### src/rtl/blackjack_pkg.sv
// Shared deck constants, suit encoding and dealer state encoding.
package blackjack_pkg;

  localparam int DECK_SIZE = 52;
  localparam int IDX_W     = 6;

  typedef enum logic [1:0] {
    HEARTS   = 2'd0,
    DIAMONDS = 2'd1,
    CLUBS    = 2'd2,
    SPADES   = 2'd3
  } suit_t;

  typedef enum logic [2:0] {
    IDLE    = 3'd0,
    REQUEST = 3'd1,
    SAMPLE  = 3'd2,
    PROBE   = 3'd3,
    DELIVER = 3'd4
  } dealer_state_t;

endpackage

### src/rtl/card_decoder.sv
// Combinational map from card index (0..51) to rank, suit and blackjack points.
// Suits occupy consecutive runs of 13 indices; rank 1 is the ace.
module card_decoder #(
  parameter int IDX_W = 6
) (
  input  logic [IDX_W-1:0] idx,
  output logic [3:0]       rank,
  output logic [1:0]       suit,
  output logic [3:0]       points
);
  import blackjack_pkg::*;

  logic [3:0] off;

  always_comb begin
    off  = idx[3:0];
    suit = HEARTS;
    if (idx >= IDX_W'(39)) begin
      off  = 4'(idx - IDX_W'(39));
      suit = SPADES;
    end else if (idx >= IDX_W'(26)) begin
      off  = 4'(idx - IDX_W'(26));
      suit = CLUBS;
    end else if (idx >= IDX_W'(13)) begin
      off  = 4'(idx - IDX_W'(13));
      suit = DIAMONDS;
    end
    rank = off + 4'd1;
    if (rank == 4'd1)
      points = 4'd11;
    else if (rank >= 4'd10)
      points = 4'd10;
    else
      points = rank;
  end

endmodule

### src/rtl/deck_dealer.sv
// Deals cards without repetition using a random start slot and linear probing of a dealt mask.
// deal_req to card_valid is 4 cycles plus one per occupied slot; deal_req while busy is dropped.
module deck_dealer #(
  parameter int DECK_SIZE = 52,
  parameter int IDX_W     = 6
) (
  input  logic             clk,
  input  logic             reset,
  input  logic             shuffle,
  input  logic             deal_req,
  input  logic [IDX_W-1:0] rnd_value,
  output logic             rnd_request,
  output logic             card_valid,
  output logic [IDX_W-1:0] card_index,
  output logic [3:0]       card_rank,
  output logic [1:0]       card_suit,
  output logic [3:0]       card_points,
  output logic             busy,
  output logic             deck_empty,
  output logic [IDX_W-1:0] cards_remaining,
  output logic             deal_error
);
  import blackjack_pkg::*;

  localparam logic [IDX_W-1:0] DECK_N    = IDX_W'(DECK_SIZE);
  localparam logic [IDX_W-1:0] DECK_LAST = IDX_W'(DECK_SIZE - 1);

  dealer_state_t        state;
  logic [DECK_SIZE-1:0] dealt;
  logic [IDX_W-1:0]     cand;
  logic [3:0]           dec_rank;
  logic [1:0]           dec_suit;
  logic [3:0]           dec_points;

  card_decoder #(.IDX_W(IDX_W)) u_decoder (
    .idx    (cand),
    .rank   (dec_rank),
    .suit   (dec_suit),
    .points (dec_points)
  );

  assign busy       = (state != IDLE);
  assign deck_empty = (cards_remaining == '0);

  always_ff @(posedge clk or posedge reset) begin
    if (reset) begin
      state           <= IDLE;
      dealt           <= '0;
      cand            <= '0;
      cards_remaining <= DECK_N;
      rnd_request     <= 1'b0;
      card_valid      <= 1'b0;
      deal_error      <= 1'b0;
      card_index      <= '0;
      card_rank       <= '0;
      card_suit       <= '0;
      card_points     <= '0;
    end else begin
      rnd_request <= 1'b0;
      card_valid  <= 1'b0;
      deal_error  <= 1'b0;
      if (shuffle) begin
        state           <= IDLE;
        dealt           <= '0;
        cards_remaining <= DECK_N;
      end else begin
        case (state)
          IDLE: begin
            if (deal_req) begin
              if (cards_remaining == '0) begin
                deal_error <= 1'b1;
              end else begin
                state       <= REQUEST;
                rnd_request <= 1'b1;
              end
            end
          end
          REQUEST: state <= SAMPLE;
          SAMPLE: begin
            // The generator range is at most 63, so one fold brings it into 0..51.
            cand  <= (rnd_value >= DECK_N) ? rnd_value - DECK_N : rnd_value;
            state <= PROBE;
          end
          PROBE: begin
            // Card outputs are registered on the way into DELIVER so they are valid there.
            if (!dealt[cand]) begin
              dealt[cand]     <= 1'b1;
              cards_remaining <= cards_remaining - 1'b1;
              card_valid      <= 1'b1;
              card_index      <= cand;
              card_rank       <= dec_rank;
              card_suit       <= dec_suit;
              card_points     <= dec_points;
              state           <= DELIVER;
            end else begin
              cand <= (cand == DECK_LAST) ? '0 : cand + 1'b1;
            end
          end
          DELIVER: state <= IDLE;
          default: state <= IDLE;
        endcase
      end
    end
  end

endmodule
### config.mk
export PLATFORM = sky130hd
export DESIGN_NAME = deck_dealer
export DESIGN_NICKNAME = d
export VERILOG_FILES = /design/src/rtl/blackjack_pkg.sv /design/src/rtl/card_decoder.sv /design/src/rtl/deck_dealer.sv
export SDC_FILE = /design/constraint.sdc
export NUM_CORES = 1
export LEC_CHECK = 0
export BUFFER_PORTS_ARGS = -buffer_cell sky130_fd_sc_hd__buf_2
export CORE_MARGIN = 2
export CORE_UTILIZATION = 50
export DETAILED_ROUTE_END_ITERATION = 10
export GPL_TIMING_DRIVEN = 0
export PLACE_DENSITY = 0.69
export RECOVER_POWER = 100
export SLEW_MARGIN = 20
export SYNTH_ARGS = -nofsm -noshare
export SYNTH_HDL_FRONTEND = slang
export SYNTH_SLANG_ARGS = --single-unit
### constraint.sdc
create_clock -name clk -period 6.3 [get_ports clk]
set_clock_uncertainty 0.05 [all_clocks]
set_input_delay 0.63 -clock clk [delete_from_list [all_inputs] [get_ports clk]]
set_output_delay 0.63 -clock clk [all_outputs]
set_load 0.05 [all_outputs]
==> metrics.cfg <==
[run_status]
outcome = finished, violations left
violations = max-capacitance violations, max-slew violations

[timing]
finalSetupViolations = 0
rsz0062_at_grt = no
fin_crit_ns = 4.710
tightest_slew_ns = 2.355
finalHoldViolations = 0
drv_slew = 89
finalSetupTns_ns = 0
clock.fmax_mhz = 212.3
finalCritPeriodShare = 0.7477
slew_headroom = -0.5703

[layout]
seqCellArea_um2 = 2156
drive_gt1_frac = 0.1197
stdcell_area_um2 = 5046
fillers = 830
num_antenna_cells = 0
multi_input_area_um2 = 2061
nets = 538
area_growth_pct = 8.560

[synthesis]
synth_most_common_cell = dfrtp_1
yosysTopAreaCellShare = 0.4468
synth_common_cells = 83 x dfrtp_1, 49 x inv_1, 41 x nor2_1
synth_cell_types = 64
synthArstFlopShare = 1.000
ys_seq_elements = 86
syn_nets = 490
ys.warnings.count = 0
syn_area_per_cell_um2 = 9.996
syn_area_um2 = 4648
synth-edff-count = 0
synth_area_leaders = dfrtp_1 45%, mux4_2 5.8%, o22ai_1 4.6%, ha_1 4.0%, inv_1 4.0%
yosysSeqAreaShare = 0.4638
yosysTopAreaCell = dfrtp_1
synth_cells = 465
synth_top_flop_cell = dfrtp_1

[clock_tree]
cts_hold_buf = 0
worstSkewPairLatency_ns = 0.37
post-cts-setup-buffer-count = 0
cts_max_path_buffers = 2
cts_buffers = 9
clk_pin_slew_ns = 0.09
cts.sinks = 86
h-tree-depth = 3
tritoncts = done
cts_resized = 0
cts-root-buf = clkbuf_8

[critical_path]
crit_path_start = cand[1]
critPathCapture = card_points[1]
cp_cell_sequence = clkbuf_1 > clkbuf_1 > inv_1 > ha_1 > nand2b_1 > a311o_1 > a211o_1 > a221o_1 > ha_1 > xor2_1 > nor2_1 > mux2_2 > a31oi_1
critPathTopFamily = buffers and inverters
critPathArrivalTime_ns = 4.94
r2r_slack_ns = 1.59
endpoint_kind = flip-flop
cp_max_fo = 10
slowest_delay_ns = 0.67
reg2regPathDepth = 13
reg2reg_to = card_points[1]
cp.required_ns = 6.53
critPathLaunchType = flip-flop
r2r-start = cand[1]
slowest_stage = clkbuf_1
crit_type = flip-flop to flip-flop
crit_cells = 13
path_buf_inv = 3

[drt]
viasPerCell = 5.908
first_iter_violations = 216
drc = 0
antenna_left = 0
wl_per_cell_um = 18.17
via_count = 3716
wirelength_um = 11430
drt-pass1-iter-count = 5

[floorplanning]
ios = 37
initial_core_util = 0.5103
rows = 35
fp.dieArea_um2 = 10080
fp.dieW_um = 100.4
core_area_um2 = 9109
dieHeight_um = 100.4

[global_route]
grtUsageTotal = 0.2405
grt_overflow = 0
grt_pass1_vias = 3722
grt_pass1_wl_um = 18730
antenna_found_initial = 0
grt_max_degree = 45

[power_and_ir_drop]
swShare = 0.4748
power_density_nw_per_um2 = 450.0
power.share.combinational = 0.543
p_leak_nw = 2.172
share_seq_of_total_power = 0.296
vdd_drop_max_uv = 178.7
clkPwrFrac = 0.161
net-switching-power_mw = 1.078
power.internal_mw = 1.193

[placement]
hpwl_um = 8223
gp_congestion = 0.9132
placed_area_um2 = 4990
numPortBuffers = 36

[hold_path]
hold_class = flip-flop to flip-flop

[flow_run]
cap_violations = 2

power groups by stage:
stage / Clock (mW) / Sequential [mW] / Combinational (mW)
final: 0.365 / 0.672 / 1.23
after global routing: 0.391 / 0.682 / 1.34
after floorplan: 0 / 0.848 / 0.817
after CTS: 0.373 / 0.671 / 1.28
after detailed placement: 0 / 0.683 / 1.27
after global placement: 0 / 0.679 / 1.24
layout by cell type (no fill, tap or decap), types with 3 or more instances in the layout:
cell type | synthesis | final
a41oi_1 | 3 | 3
a31oi_1 | 19 | 19
dfstp_2 | 3 | 3
mux2i_1 | 5 | 5
xnor2_1 | 4 | 4
nand2_1 | 39 | 40
o21ai_1 | 6 | 3
mux4_2 | 12 | 12
or3_1 | 4 | 4
dfrtp_1 | 83 | 83
nor4_1 | 3 | 4
inv_1 | 49 | 48
nor2b_1 | 8 | 8
nor2_1 | 41 | 42
o21ai_0 | 11 | 19
o22ai_1 | 34 | 34
nor3_1 | 7 | 7
nand2b_1 | 13 | 13
nand3_1 | 9 | 9
a21oi_1 | 17 | 17
nand3b_1 | 6 | 6
buf_2 | 11 | 16
ha_1 | 15 | 15
xor2_1 | 4 | 5
clkbuf_1 | 11 | 47
clkbuf_8 | 0 | 10
through the flow:
| stage | worst slack (ns) | std cells | hold slack, ns | total power [mW] | util |
|---|---|---|---|---|---|
| 2_1_floorplan | 2.860 | 465 | 0.4073 | 1.665 | - |
| 3_3_place_gp | 2.410 | 612 | 0.3976 | 1.924 | 0.5453 |
| 3_5_place_dp | 2.271 | 613 | 0.4013 | 1.957 | 0.5478 |
| 4_1_cts | 2.250 | 629 | 0.2751 | 2.324 | 0.5679 |
| 5_1_grt | 1.332 | 629 | 0.4730 | 2.417 | 0.5540 |
| 6_report | 1.590 | 629 | 0.4240 | 2.271 | 0.5540 |
kinds of logic after synthesis:
family	Yosys count	synth area share
multiplexers	19	0.07376
AO/OA/AOI/OAI	114	0.1642
flip-flops	86	0.4638
adder cells (fa/ha/maj)	15	0.04038
buffers and inverters	80	0.08183
AND/OR/NAND/NOR	141	0.1526
XOR/XNOR	10	0.02342
how the worst min path moves through the flow:
stage                   startpoint                 end  slack [ns]  cells past startpoint
global route          card_rank[1]        card_rank[1]        0.47                      2
floorplan                dealt[22]           dealt[22]        0.41                      2
global placement    card_points[2]      card_points[2]        0.40                      2
finish              card_points[2]      card_points[2]        0.42                      2
CTS                          reset  cards_remaining[1]        0.28                      2
detailed placement  card_points[2]      card_points[2]        0.40                      2
tightest hold or removal path, cell delays in order (launching register included):
cell,delay (ns)
dfrtp_1,0.35
nand2_1,0.05
nand2_1,0.05
area by class of cell:
cell class / count / area share
Inverter: 50 / 0.03843
Tap cell: 111 / 0.02752
Clock inverter: 5 / 0.008182
Multi-Input combinational cell: 299 / 0.4084
Timing Repair Buffer: 37 / 0.02975
Sequential cell: 86 / 0.4272
Buffer: 30 / 0.03248
Clock buffer: 11 / 0.02802
flip-flops by register name, indices dropped and copies added, names as in the netlist:
name             flops
dealt               52
cand                 6
card_index           6
cards_remaining      6
card_points          4
card_rank            4
state                3
card_suit            2
card_valid           1
deal_error           1
rnd_request          1
metal layers:
layer | GRT usage | up-vias | wire length (µm)
met5 | 0 | - | 0
met4 | 0.09484 | 0 | 352
met3 | 0.03900 | 29 | 575
met2 | 0.3960 | 121 | 5459
met1 | 0.3198 | 1839 | 5040
li1 | - | 1727 | -
Power figures use the tool's default switching activity.
